$ cat src/rtl/demo_scene_sequencer_if.sv
// Frame-control bundle between the sync/control side and the scene sequencer.
// The master drives vsync/pause/skip; the slave returns per-frame pattern parameters.
interface demo_scene_sequencer_if;
    logic       vsync;
    logic       pause;
    logic       skip;
    logic [1:0] scene;
    logic [9:0] scroll;
    logic [7:0] noise_mask_x;
    logic [7:0] noise_mask_y;
    logic [1:0] fade;
    logic [1:0] phase;
    logic       scene_start;

    modport master (
        output vsync, pause, skip,
        input  scene, scroll, noise_mask_x, noise_mask_y, fade, phase, scene_start
    );

    modport slave (
        input  vsync, pause, skip,
        output scene, scroll, noise_mask_x, noise_mask_y, fade, phase, scene_start
    );
endinterface

$ cat src/rtl/demo_scene_sequencer.sv
// Per-frame scene sequencer: detects vsync rising edges and steps four scenes
// through FADE_IN / SHOW / FADE_OUT, producing registered pattern parameters.
module demo_scene_sequencer #(
    parameter int SCENE_FRAMES = 240,
    parameter int FADE_FRAMES  = 16
) (
    input  logic                         clk,
    input  logic                         rst_n,
    demo_scene_sequencer_if.slave        bus
);

    typedef enum logic [1:0] {
        FADE_IN  = 2'd0,
        SHOW     = 2'd1,
        FADE_OUT = 2'd2
    } state_t;

    // Fade level is the top two bits of pcnt inside the fade window.
    localparam int          FADE_SHIFT = $clog2(FADE_FRAMES) - 2;
    localparam logic [15:0] FADE_LAST  = 16'(FADE_FRAMES - 1);
    localparam logic [15:0] SCENE_LAST = 16'(SCENE_FRAMES - 1);

    logic        vsync_q_reg;
    state_t      state_reg,       state_next;
    logic [15:0] pcnt_reg,        pcnt_next;
    logic [1:0]  scene_reg,       scene_next;
    logic [9:0]  scroll_reg,      scroll_next;
    logic [1:0]  fade_reg,        fade_next;
    logic [7:0]  mask_x_reg,      mask_x_next;
    logic [7:0]  mask_y_reg,      mask_y_next;
    logic [1:0]  phase_reg,       phase_next;
    logic        scene_start_reg, scene_start_next;

    logic        tick;
    logic        advance;
    logic [1:0]  fade_level;

    assign tick    = bus.vsync & ~vsync_q_reg;
    assign advance = tick & ~bus.pause;

    // State register: sequencing state plus the registered output image.
    always_ff @(posedge clk or negedge rst_n) begin
        if (!rst_n) begin
            vsync_q_reg     <= 1'b0;
            state_reg       <= FADE_IN;
            pcnt_reg        <= '0;
            scene_reg       <= '0;
            scroll_reg      <= '0;
            fade_reg        <= '0;
            mask_x_reg      <= '0;
            mask_y_reg      <= '0;
            phase_reg       <= '0;
            scene_start_reg <= 1'b0;
        end else begin
            vsync_q_reg     <= bus.vsync;
            state_reg       <= state_next;
            pcnt_reg        <= pcnt_next;
            scene_reg       <= scene_next;
            scroll_reg      <= scroll_next;
            fade_reg        <= fade_next;
            mask_x_reg      <= mask_x_next;
            mask_y_reg      <= mask_y_next;
            phase_reg       <= phase_next;
            scene_start_reg <= scene_start_next;
        end
    end

    // Next-state logic; nothing moves unless an unpaused frame tick arrives.
    always_comb begin
        state_next       = state_reg;
        pcnt_next        = pcnt_reg;
        scene_next       = scene_reg;
        scroll_next      = scroll_reg;
        scene_start_next = 1'b0;
        if (advance) begin
            scroll_next = scroll_reg + 10'(scene_reg) + 10'd1;
            case (state_reg)
                FADE_IN: begin
                    if (pcnt_reg == FADE_LAST) begin
                        state_next = SHOW;
                        pcnt_next  = '0;
                    end else begin
                        pcnt_next = pcnt_reg + 16'd1;
                    end
                end
                SHOW: begin
                    if (bus.skip || (pcnt_reg == SCENE_LAST)) begin
                        state_next = FADE_OUT;
                        pcnt_next  = '0;
                    end else begin
                        pcnt_next = pcnt_reg + 16'd1;
                    end
                end
                FADE_OUT: begin
                    if (pcnt_reg == FADE_LAST) begin
                        state_next       = FADE_IN;
                        pcnt_next        = '0;
                        scene_next       = scene_reg + 2'd1;
                        scene_start_next = 1'b1;
                    end else begin
                        pcnt_next = pcnt_reg + 16'd1;
                    end
                end
                default: begin
                    state_next = FADE_IN;
                    pcnt_next  = '0;
                end
            endcase
        end
    end

    // Output logic is derived from the next state so the registered outputs
    // always agree with the scene/state/pcnt they are registered alongside.
    always_comb begin
        fade_level  = pcnt_next[FADE_SHIFT +: 2];
        phase_next  = state_next;
        fade_next   = 2'd0;
        mask_x_next = 8'h00;
        mask_y_next = 8'h00;
        case (state_next)
            FADE_IN:  fade_next = fade_level;
            SHOW:     fade_next = 2'd3;
            FADE_OUT: fade_next = 2'd3 - fade_level;
            default:  fade_next = 2'd0;
        endcase
        case (scene_next)
            2'd1:    mask_x_next = 8'h0F;
            2'd2:    mask_y_next = 8'h0F;
            2'd3: begin
                mask_x_next = 8'hFF;
                mask_y_next = 8'hFF;
            end
            default: begin
                mask_x_next = 8'h00;
                mask_y_next = 8'h00;
            end
        endcase
    end

    assign bus.scene        = scene_reg;
    assign bus.scroll       = scroll_reg;
    assign bus.noise_mask_x = mask_x_reg;
    assign bus.noise_mask_y = mask_y_reg;
    assign bus.fade         = fade_reg;
    assign bus.phase        = phase_reg;
    assign bus.scene_start  = scene_start_reg;

endmodule

$ cat src/flat_wrapper.sv
// flat-port wrapper written by rule: the top's interface ports become plain ports
module demo_scene_sequencer_flat 
#(
    parameter int SCENE_FRAMES = 240,
    parameter int FADE_FRAMES  = 16
)
  (clk, rst_n, bus_vsync, bus_pause, bus_skip, bus_scene, bus_scroll, bus_noise_mask_x, bus_noise_mask_y, bus_fade, bus_phase, bus_scene_start);
  demo_scene_sequencer_if bus_i ();
  input  logic clk;
  input  logic rst_n;
  input wire logic [$bits(bus_i.vsync)-1:0] bus_vsync;
  input wire logic [$bits(bus_i.pause)-1:0] bus_pause;
  input wire logic [$bits(bus_i.skip)-1:0] bus_skip;
  output wire logic [$bits(bus_i.scene)-1:0] bus_scene;
  output wire logic [$bits(bus_i.scroll)-1:0] bus_scroll;
  output wire logic [$bits(bus_i.noise_mask_x)-1:0] bus_noise_mask_x;
  output wire logic [$bits(bus_i.noise_mask_y)-1:0] bus_noise_mask_y;
  output wire logic [$bits(bus_i.fade)-1:0] bus_fade;
  output wire logic [$bits(bus_i.phase)-1:0] bus_phase;
  output wire logic [$bits(bus_i.scene_start)-1:0] bus_scene_start;
  assign bus_i.vsync = bus_vsync;
  assign bus_i.pause = bus_pause;
  assign bus_i.skip = bus_skip;
  assign bus_scene = bus_i.scene;
  assign bus_scroll = bus_i.scroll;
  assign bus_noise_mask_x = bus_i.noise_mask_x;
  assign bus_noise_mask_y = bus_i.noise_mask_y;
  assign bus_fade = bus_i.fade;
  assign bus_phase = bus_i.phase;
  assign bus_scene_start = bus_i.scene_start;
  demo_scene_sequencer #(.SCENE_FRAMES(SCENE_FRAMES), .FADE_FRAMES(FADE_FRAMES)) u_core (.clk(clk), .rst_n(rst_n), .bus(bus_i));
endmodule
$ cat config.mk
export PLATFORM = sky130hd
export DESIGN_NAME = demo_scene_sequencer_flat
export DESIGN_NICKNAME = d
export VERILOG_FILES = /design/src/rtl/demo_scene_sequencer_if.sv /design/src/rtl/demo_scene_sequencer.sv /design/src/flat_wrapper.sv
export SDC_FILE = /design/constraint.sdc
export NUM_CORES = 1
export LEC_CHECK = 0
export CAP_MARGIN = 5
export CELL_PAD_IN_SITES_DETAIL_PLACEMENT = 0
export CELL_PAD_IN_SITES_GLOBAL_PLACEMENT = 1
export CORE_UTILIZATION = 42
export DETAILED_ROUTE_END_ITERATION = 8
export GPL_ROUTABILITY_DRIVEN = 0
export PLACE_DENSITY = 0.89
export SLEW_MARGIN = 20
export SYNTH_ARGS = -nofsm -noshare
export SYNTH_HDL_FRONTEND = slang
export SYNTH_SLANG_ARGS = --single-unit
$ cat constraint.sdc
create_clock -name clk -period 6.2 [get_ports clk]
set_clock_uncertainty 0.05 [all_clocks]
set_input_delay 0.62 -clock clk [delete_from_list [all_inputs] [get_ports clk]]
set_output_delay 0.62 -clock clk [all_outputs]
set_load 0.005 [all_outputs]
* After elaboration in Yosys (flattened, before gate mapping) *
Cells that the tools add are included.

operators by class
  add/sub/neg operators = 5
  reductions and logical operators = 4
  muxes and demuxes = 18
  equal/unequal tests = 9
  bitwise operators = 4

operators with widths
  kind                     number
  $mux W16                 2
  $pmux W16 S2             1
  $pmux W8 S2              2
  $add A16 B1 Y16 const B  1
  $eq A16 B4 Y1 const B    1
  $eq A16 B8 Y1 const B    1
  $mux W2                  7
  $pmux W2 S3              2
  $add A10 B1 Y10 const B  1
  $add A10 B2 Y10          1
  $eq A2 B2 Y1 const B     4
  $eq A2 B1 Y1 const B     3
  $logic_not A2 Y1         2
  $mux W4                  1
  $mux W1                  3
  $add A2 B1 Y2 const B    1
  $and A1 B1 Y1            2
  $not A1 Y1               2
  $reduce_or A2 Y1         1
  $sub A2 B2 Y2 const A    1
  $logic_or A1 B1 Y1       1

storage, ports and cells
  input bits = 5
  register bits = 50

* Depth between registers and ports, before layout *
Gate-level depths: netlist (run 1).

  depth in word-level cells = 7
  depth in mapped cells = 8
  mapped depth without buffers = 8

* Worst setup path before layout (run 1) *
Ideal clock, no wire load.

  path type = flip-flop to flip-flop
  from = register u_core.pcnt_reg[10]
  to = register u_core.pcnt_reg[10]
  buffers on the path = 1
  setup time = 121 ps
  period minus slack after synthesis = 1,968 ps
  stages on the path, launching flop included = 8
  slack = 4,232 ps
  arrival = 1,797 ps
  cells stage by stage = dfrtp_1 nor4_2 nand3_2 o31ai_4 and2_1 buf_4 o21ai_1 a22o_1

on the way
  longest elaborated chain between the ends = 4

ends and longest elaborated chain
  what                                                     line                        RTL
  start, declared                                          demo_scene_sequencer.sv:25  logic [15:0] pcnt_reg, pcnt_next;
  start signal, assigned                                   demo_scene_sequencer.sv:57  pcnt_reg <= pcnt_next;
  branches (longest 3 deep; another with $add A16 B1 Y16)  n/a
  $pmux W16 S2 (*)                                         demo_scene_sequencer.sv:77  case (state_reg)

Every way passes the cells marked *.
A chain may end at the register's enable or synchronous reset.

* Final worst setup path (run 1) *
  from = register u_core.pcnt_reg[10]
  to = register u_core.pcnt_reg[2]

on the way
  longest elaborated chain between the ends = 5

ends and longest elaborated chain
  what                     line                        RTL
  $eq A16 B8 Y1            demo_scene_sequencer.sv:87  if (bus.skip || (pcnt_reg == SCENE_LAST)) begin
  $logic_or A1 B1 Y1       demo_scene_sequencer.sv:87
  $mux W16                 demo_scene_sequencer.sv:87
  $pmux W16 S2 (*)         demo_scene_sequencer.sv:77
  $mux W4 (*)              demo_scene_sequencer.sv:75  if (advance) begin
  via u_core.pcnt_next[2]  demo_scene_sequencer.sv:25

The timed path passes the listed nets; every way through them passes the cells marked *.

==> metrics.cfg, run 1 <==
[clocking]
clock-sinks = 36
cts_resized = 0
clock-root-buffer = clkbuf_8
clk_path_buf_depth = 2
cts_tree = built
post_cts_buffers = 0
insertion_delay_ns = 0.29
cts_inserted_buffers = 5
clk_pin_slew_worst_paths_ns = 0.08
htree_levels = 2
ctsHoldBuffers = 0

[setup_path]
r2r-end = u_core.pcnt_reg[2]$_DFF_PN0_
cp.arrival_ns = 2.58
r2r-start = u_core.pcnt_reg[10]$_DFFE_PN0P_
end_kind = register
reg2reg_slack_ns = 3.75
worst-setup-path-type = reg2reg
cp_max_fo = 11
reg2reg_depth = 6
critPathRequiredTime_ns = 6.33
crit_path_start_kind = register

[floorplan]
die_area_um2 = 4908
die_h_um = 70.06
initial_core_util = 0.4408
fp-row-count = 24
die_w_um = 70.06
core_area_um2 = 4414
ios = 38

[run]
cap_violations = 0

[route]
dr.pass1.iters = 4
routed_via_density = 5.500
wirelength_mm = 4.069
ant_nets = 0
vias = 1529
drtIter0Drc = 70
route.detailed.drc = 0
wire_per_inst_um = 14.64

[yosys]
yosysTopAreaCellShare = 0.4630
yosysSeqAreaShare = 0.4630
synth-warning-count = 0
syn-cell-area_um2 = 1946
netlist_instances = 198
netlist.top_cell.by_area = dfrtp_1
synth-seq-cells = 36
synth_area_per_cell_um2 = 9.826
syn-num-nets = 207
synth_cell_types = 42
ys_top_cells_by_area = dfrtp_1 46%, buf_4 5.8%, nand2_1 4.2%

[timing]
fin_tns_setup_ns = 0
setup_viol = 0
worstMarginPinSlew_ns = 0.6303
fmax_mhz = 408.4
drv_slew = 0
finalHoldViolCount = 0
slew_headroom = 0.5766
rsz0062_at_grt = false
fin_crit_ns = 2.449
fin_ws_ns = 3.751
finalCritPeriodShare = 0.3949

[hold_path]
holdPathStages = 1
min_from = u_core.bus.scroll[9]$_DFFE_PN0P_
hold-path-endpoint = u_core.bus.scroll[9]$_DFFE_PN0P_
hp-class = reg2reg

[power]
irDropWorstVdd_uv = 164.4
p_leak_nw = 0.9916
power_density_nw_per_um2 = 261.8

[global_route]
grt_usage = 0.1821
grt_pass1_wl_mm = 7.127
grt_antenna_before_repair = 0
gr-total-overflow = 0
grt_start_max_net_pins = 37
grt_pass1_vias = 1496

[placement]
post-place-ws_ns = 3.630
portBuffers = 37
place_hpwl_mm = 2.801

[run_status]
outcome = finished clean

[layout]
areaGrowthSynthToFinish_pct = 22.19
largest_reg_flops = 16
nets = 234
n_antenna_cell = 0
final_cell_mix = 37 x clkdlybuf4s50_1, 36 x dfrtp_1, 22 x nand2_1, 12 x o21ai_1
layout-drive-gt1-share = 0.07080
final_common_cell = clkdlybuf4s50_1
fillers = 417

## cells by family after synthesis
kind of cell / after synthesis / synth area share
flops: 36 / 0.4630
buf+inv: 24 / 0.07653
compound gates: 46 / 0.1646
fa+ha+maj: 4 / 0.02958
simple gates: 74 / 0.2032
xor+xnor: 14 / 0.06302
## cell type report
| class | count | area [um^2] | area share |
|---|---|---|---|
| clock buffer | 5 | 68.82 | 0.02895 |
| multi-input combinational | 138 | 895.9 | 0.3768 |
| inverter | 5 | 18.77 | 0.007895 |
| timing repair buffer | 39 | 385.4 | 0.1621 |
| sequential | 36 | 900.9 | 0.3789 |
| tap | 52 | 65.06 | 0.02737 |
| clock inverter | 3 | 42.54 | 0.01789 |
## stage by stage
stage	cell area [um^2]	util	instances	total power [mW]	hold slack (ns)
after CTS	2377	0.5385	278	0.6273	0.4373
after global routing	2377	0.5385	278	0.6523	0.4651
after floorplan	1946	-	198	0.3552	0.2744
after global placement	2266	0.5133	270	0.4136	0.4057
after detailed placement	2266	0.5133	270	0.4181	0.4226
final	2377	0.5385	278	0.6223	0.4351
## report_power, final
| part | internal (mW) | leakage, nW | switching, mW | total (mW) |
|---|---|---|---|---|
| combinational | 0.0659 | 0.484 | 0.0453 | 0.111 |
| clock | 0.119 | 0.0541 | 0.0901 | 0.209 |
| sequential | 0.266 | 0.453 | 0.0364 | 0.302 |
## worst max-delay path by stage
stage	from	to	depth (start not counted)
6_report	u_core.pcnt_reg[10]$_DFFE_PN0P_	u_core.pcnt_reg[2]$_DFF_PN0_	6
5_1_grt	u_core.pcnt_reg[0]$_DFFE_PN0P_	u_core.pcnt_reg[2]$_DFF_PN0_	7
4_1_cts	u_core.pcnt_reg[10]$_DFFE_PN0P_	u_core.pcnt_reg[2]$_DFF_PN0_	6
3_5_place_dp	bus_skip	u_core.pcnt_reg[2]$_DFF_PN0_	6
3_3_place_gp	bus_skip	u_core.bus.fade[1]$_DFF_PN0_	6
2_1_floorplan	u_core.pcnt_reg[10]$_DFFE_PN0P_	u_core.pcnt_reg[10]$_DFFE_PN0P_	7
## synthesized netlist by cell type
cell       instances
ha_1               3
a22oi_1            1
o311ai_1           1
a2bb2oi_1          1
o21ai_1           12
nand3_1           10
dfrtp_1           36
a22o_1             7
nor2_2             1
nand4b_1           1
o21ai_0            5
o2111ai_1          1
and3_1            10
nand3_2            1
buf_2              2
a211oi_1           1
inv_1              5
a21oi_1            4
o21bai_1           1
xor2_1             5
nor2_1             7
fa_1               1
clkbuf_1           2
o31a_1             1
buf_4             15
a21o_1             1
o31ai_4            1
nor4_1             1
nor4_2             1
o31ai_1            6
o2bb2ai_1          1
nand2_1           22
nor3b_1            2
a21boi_0           1
or2_1              1
nor3b_2            1
nor2b_1            5
a31oi_1            1
nor3_1             5
and2_1             5
or3b_2             1
xnor2_1            9
## per-layer routing
layer	GRT usage	wire (um)	vias up
li1	-	-	737
met1	0.2441	1953	742
met2	0.2821	1856	44
met3	0.05051	206	6
met4	0.06667	52	0
met5	0	0	-
## worst max-delay path, cell delays in order (launching register included)
cell and delay (ns):
dfrtp_1 0.44, nor4_2 0.34, nand3_2 0.18, o21bai_1 0.42
and2_1 0.48, nor2_2 0.17, a22o_1 0.27
Power figures use the tool's default switching activity.
==> run 2, diff against run 1 <==
--- a/config.mk
+++ b/config.mk
@@ -8,10 +8,10 @@
 export CAP_MARGIN = 5
 export CELL_PAD_IN_SITES_DETAIL_PLACEMENT = 0
 export CELL_PAD_IN_SITES_GLOBAL_PLACEMENT = 1
-export CORE_UTILIZATION = 42
+export CORE_UTILIZATION = 35
 export DETAILED_ROUTE_END_ITERATION = 8
 export GPL_ROUTABILITY_DRIVEN = 0
-export PLACE_DENSITY = 0.89
+export PLACE_DENSITY = 0.8
 export SLEW_MARGIN = 20
 export SYNTH_ARGS = -nofsm -noshare
 export SYNTH_HDL_FRONTEND = slang
==> constraint.sdc (replaced) <==
create_clock -name clk -period 2.02 [get_ports clk]
set_clock_uncertainty 0.05 [all_clocks]
set_input_delay 0.202 -clock clk [delete_from_list [all_inputs] [get_ports clk]]
set_output_delay 0.202 -clock clk [all_outputs]
set_load 0.005 [all_outputs]
==> run 2 against run 1 <==
Clock power increased to 3.0 times the previous value. Power increased to 3.1 times the previous value. Largest cell class is now multi-input gates. Sequential power increased to 3.0 times the previous value. Global-route usage fell by 2.2 points. Critical path depth up 1.
==> metrics.cfg, run 2 (synthesis gave the netlist of run 1 again) <==
[global_route]
grt_pass1_vias = 1539
met1_usage = 0.2018
grt_usage = 0.1606
grt.busiest_layer = met2
grt_pass1_wl_mm = 7.307
groute.layer.met2.usage = 0.2622
grt_start_max_net_pins = 37
use_met3 = 0.03473
grt_antenna_before_repair = 0
gr-total-overflow = 0

[power]
power_switching_mw = 0.5181
p_sw_frac = 0.2688
p_comb_frac = 0.193
power_density_nw_per_um2 = 737.2
p_clk_frac = 0.329
p_total_mw = 1.927
p_int_mw = 1.409
p_leak_nw = 1.130
seq_power_share = 0.478
irDropWorstVdd_uv = 443.5

[setup_path]
cp.arrival_ns = 2.03
reg2reg_slack_ns = 0.12
cp_max_fo = 5
worst-setup-path-type = reg2reg
critPathRequiredTime_ns = 2.15
reg2reg_depth = 7
end_kind = register
crit_path_start_kind = register

[route]
wirelength_mm = 4.322
wire_per_inst_um = 13.38
dr.pass1.iters = 4
routed_via_density = 5.028
drtIter0Drc = 54
route.detailed.drc = 0
vias = 1624
ant_nets = 0

[floorplan]
die_area_um2 = 5861
die_w_um = 76.56
ios = 38
fp-row-count = 26
die_h_um = 76.56
initial_core_util = 0.3715
core_area_um2 = 5238

[clocking]
cts_tree = built
clk_path_buf_depth = 2
cts_inserted_buffers = 5
ctsHoldBuffers = 0
clock-sinks = 36
htree_levels = 2
clock-root-buffer = clkbuf_8
insertion_delay_ns = 0.30
clk_pin_slew_worst_paths_ns = 0.07

[layout]
final_cell_mix = 37 x clkdlybuf4s50_1, 36 x dfrtp_1, 28 x buf_4, 21 x nand2_1, 12 x o21ai_1
areaGrowthSynthToFinish_pct = 34.34
largest_reg_flops = 16
nets = 261
n_antenna_cell = 0
final_common_cell = clkdlybuf4s50_1
layout-drive-gt1-share = 0.1818
stdcell_area_um2 = 2614
utilization = 0.4990
fillers = 511

[timing]
setup_viol = 0
drv_slew = 0
worstMarginPinSlew_ns = 0.4727
fin_tns_setup_ns = 0
slew_headroom = 0.6849
finalCritPeriodShare = 0.9388
rsz0062_at_grt = false
finalHoldViolCount = 0
fin_ws_ns = 0.1236
fin_crit_ns = 1.896
fmax_mhz = 527.3

[run]
cap_violations = 0

[placement]
place_hpwl_mm = 3.129
portBuffers = 37
place_area_um2 = 2476
post-place-ws_ns = -0.006871

[hold_path]
hp-class = in2async

[run_status]
outcome = finished clean

run 2: per-layer routing:
| metal | vias to the layer above | wire length, um |
|---|---|---|
| met5 | - | 0 |
| met4 | 0 | 79 |
| met2 | 41 | 2030 |
| met1 | 785 | 2053 |
| met3 | 7 | 159 |
| li1 | 791 | - |
run 2: layout make-up:
cell class	instances	area (um^2)	area share
Timing Repair Buffer	66	591.8	0.2264
Multi-Input combinational cell	138	907.1	0.3471
Sequential cell	36	900.9	0.3447
Clock inverter	2	35.03	0.01340
Inverter	5	18.77	0.007180
Clock buffer	6	72.57	0.02776
Tap cell	70	87.58	0.03351
run 2: critical path, cell delays in order, from the launching register on:
cell	delay, ns
dfrtp_1	0.40
nor4_2	0.30
nand3_2	0.16
o31ai_4	0.23
and2_4	0.21
buf_4	0.14
o21ai_1	0.07
a22o_1	0.24
run 2: power groups by stage:
stage          clock network, mW  registers, mW  logic (mW)
2_1_floorplan                  0          0.924       0.166
3_3_place_gp                   0          0.930       0.373
3_5_place_dp                   0          0.937       0.376
4_1_cts                    0.647          0.923       0.378
5_1_grt                    0.680          0.941       0.416
6_report                   0.634          0.921       0.372
run 2: through the flow:
step / hold slack (ns) / std cells
floorplan: -0.1436 / 198
global placement: 0.4157 / 313
detailed placement: 0.4134 / 313
CTS: 0.2868 / 321
global route: 0.3262 / 323
finish: 0.2725 / 323
run 2: worst paths after layout:
kind                                               endpoint                              from
setup reg to reg            u_core.pcnt_reg[10]$_DFFE_PN0P_   u_core.pcnt_reg[12]$_DFFE_PN0P_
max in group asynchronous    u_core.pcnt_reg[9]$_DFFE_PN0P_                             rst_n
hold / removal               u_core.pcnt_reg[6]$_DFFE_PN0P_                             rst_n
min in group clk               u_core.vsync_q_reg$_DFF_PN0_                         bus_vsync
hold reg to reg            u_core.bus.scroll[9]$_DFFE_PN0P_  u_core.bus.scroll[9]$_DFFE_PN0P_
setup / recovery            u_core.pcnt_reg[10]$_DFFE_PN0P_   u_core.pcnt_reg[12]$_DFFE_PN0P_
run 2: repair_timing:
item,4_1_cts,5_1_grt
endpoints found under the hold margin,0,0
endpoints found under the setup margin,2,15
gates resized for setup,1,4
buffers inserted,0,2
pin swaps,0,3
==> edit, RTL diff (settings of run 2) <==
`FADE_FRAMES` is set to 16 in 2 places; all go to 8.
--- a/src/rtl/demo_scene_sequencer.sv
+++ b/src/rtl/demo_scene_sequencer.sv
@@ -2,7 +2,7 @@
 // through FADE_IN / SHOW / FADE_OUT, producing registered pattern parameters.
 module demo_scene_sequencer #(
     parameter int SCENE_FRAMES = 240,
-    parameter int FADE_FRAMES  = 16
+    parameter int FADE_FRAMES  = 8
 ) (
     input  logic                         clk,
     input  logic                         rst_n,
--- a/src/flat_wrapper.sv
+++ b/src/flat_wrapper.sv
@@ -2,7 +2,7 @@
 module demo_scene_sequencer_flat 
 #(
     parameter int SCENE_FRAMES = 240,
-    parameter int FADE_FRAMES  = 16
+    parameter int FADE_FRAMES  = 8
 )
   (clk, rst_n, bus_vsync, bus_pause, bus_skip, bus_scene, bus_scroll, bus_noise_mask_x, bus_noise_mask_y, bus_fade, bus_phase, bus_scene_start);
   demo_scene_sequencer_if bus_i ();
Behaviour: not the same (Yosys sat finds a counterexample within 4 cycles, from zero or initial values and one cycle with rst_n low).
==> edit against run 2 <==
- the flow now finishes with violations (setup timing)
- synthesized area is 1.2% higher
- sequential cell count stayed put
- worst setup slack worse by 0.40 ns
- die area is 1.2% higher
- sequential power is 1% lower
- wire length is 12% higher
- first-iteration DRC count is 96% higher
- design area is 9.0% higher
- power is 5.5% higher
- worst hold slack better by 0.012 ns
- combinational power is 30% higher
- global-route usage is 1.1 points higher
- sequential share of layout area is 2.9 points lower
==> edit: results (changes against run 2) <==
stage,metric,value,unit,change
power_and_ir_drop,max-vdd-ir-drop,0.000441,V,was 0.000443 V
status,violations,setup timing,,
placement,dp_hpwl,3.42,mm,was 3.13 mm
placement,placed_cells,321,,was 313
global_route,grt_pass1_wl,7.98,mm,was 7.31 mm
critical_path,path_max_fanout,3,,was 5
clock_tree,cts_htree_levels,2,,unchanged
synthesis,synth_cell_type_count,50,,was 42
clock_tree,numCtsBuffers,5,,unchanged
global_route,grt_use_total,17.2,%,was 16.1%
global_route,grt_max_degree,37,,unchanged
synthesis,synth_seq_area_share,45.7,%,was 46.3%
critical_path,slowest_delay,0.53,ns,was 0.40 ns
critical_path,reg2reg_from,u_core.pcnt_reg[10]$_DFFE_PN0P_,,was u_core.pcnt_reg[12]$_DFFE_PN0P_
status,status,"finished, violations left",,"was finished, final reports clean"
timing,setup_viol,25,,was 0
global_route,antenna_found_initial,0,,unchanged
route,wire_per_inst,14.4,um,was 13.4 um
critical_path,crit_arrival,2.48,ns,was 2.03 ns
synthesis,async_flop_share,100,%,unchanged
synthesis,ys_top_cells_by_area,"dfrtp_1 (46%), buf_4 (5.3%), xnor2_1 (4.4%)",,"was dfrtp_1 (46%), buf_4 (5.8%), nand2_1 (4.2%)"
timing,fin_ws,-0.280,ns,was 0.124 ns
synthesis,synth_common_cells,"dfrtp_1 (36), nand2_1 (20), buf_4 (14)",,"was dfrtp_1 (36), nand2_1 (22), buf_4 (15)"
placement,post_dp_cell_area,0.00261,mm^2,was 0.00248 mm^2
cells_and_area,diodes,0,,unchanged
critical_path,r2r_cells,6,,was 7
global_route,grt_pass1_vias,1628,,was 1539
timing,setup-tns-final,-5.42,ns,was 0 ns
route,drt_iter0_drc,106,,was 54
route,viasPerCell,5.03,,about the same
timing,tightest_slew,0.462,ns,was 0.473 ns
power_and_ir_drop,power_leakage,0.00128,uW,was 0.00113 uW
synthesis,avgSynthCellArea,10.3,um^2,was 9.83 um^2
cells_and_area,drive_above_1_share,29.2,%,was 18.2%
cells_and_area,nNetsFinal,276,,was 261
cells_and_area,stdcell_count,337,,was 323
clock_tree,cts.clk_slew.worst_paths,0.08,ns,
critical_path,cpMaxStageDelayCell,or4_4,,was dfrtp_1
critical_path,worstSetupEndpoint,u_core.bus.noise_mask_y[6]$_DFF_PN0_,,was u_core.pcnt_reg[10]$_DFFE_PN0P_
synthesis,syn_nets,202,,was 207
cells_and_area,n_fill_cell,484,,was 511
## edit: worst min-delay path by stage
stage                                          start                                to  slack [ns]  cells past startpoint
detailed placement  u_core.bus.scroll[9]$_DFFE_PN0P_  u_core.bus.scroll[9]$_DFFE_PN0P_        0.42                      1
CTS                                            rst_n     u_core.state_reg[1]$_DFF_PN0_        0.30                      2
global placement    u_core.bus.scroll[9]$_DFFE_PN0P_  u_core.bus.scroll[9]$_DFFE_PN0P_        0.41                      1
global route                                   rst_n     u_core.state_reg[1]$_DFF_PN0_        0.33                      2
finish                                         rst_n     u_core.state_reg[1]$_DFF_PN0_        0.28                      2
floorplan                                      rst_n      u_core.bus.fade[0]$_DFF_PN0_       -0.14                      0
## edit: area by class of cell
class | count | area share [%]
well taps | 70 | 3.07
inverters | 5 | 0.658
multi-input cells | 133 | 34.7
flip-flops and latches | 36 | 31.6
repair buffers | 85 | 26.2
clock buffers | 6 | 2.55
clock inverters | 2 | 1.23
## edit: logic make-up after synthesis
logic type / share of synthesized area [%]
AOI/OAI and AO/OA: 13.9
xor gates and xnor gates: 6.67
adders and majority gates: 3.56
buffers and inverters: 7.75
DFF: 45.7
muxes: 0.508
and+or+nand+nor: 21.9
## edit: power by group
group	switching [uW]	internal (uW)
logic	201	284
registers	92.9	817
clock network	273	366
total	566	1470
## edit: what timing repair did
action,4_1_cts,5_1_grt
endpoints found under the setup margin,23,25
cloned,1,0
hold buffers,0,0
pin swaps,9,8
buffers inserted,2,5
gates resized for setup,9,11
## edit: per-layer routing
layer	vias to the layer above	global-route usage (%)	part of all wire [%]
met3	6	3.69	5.9
met4	0	4.53	1.0
met1	813	23.7	46
met5	-	0	0
li1	821	-	-
met2	55	27.1	47
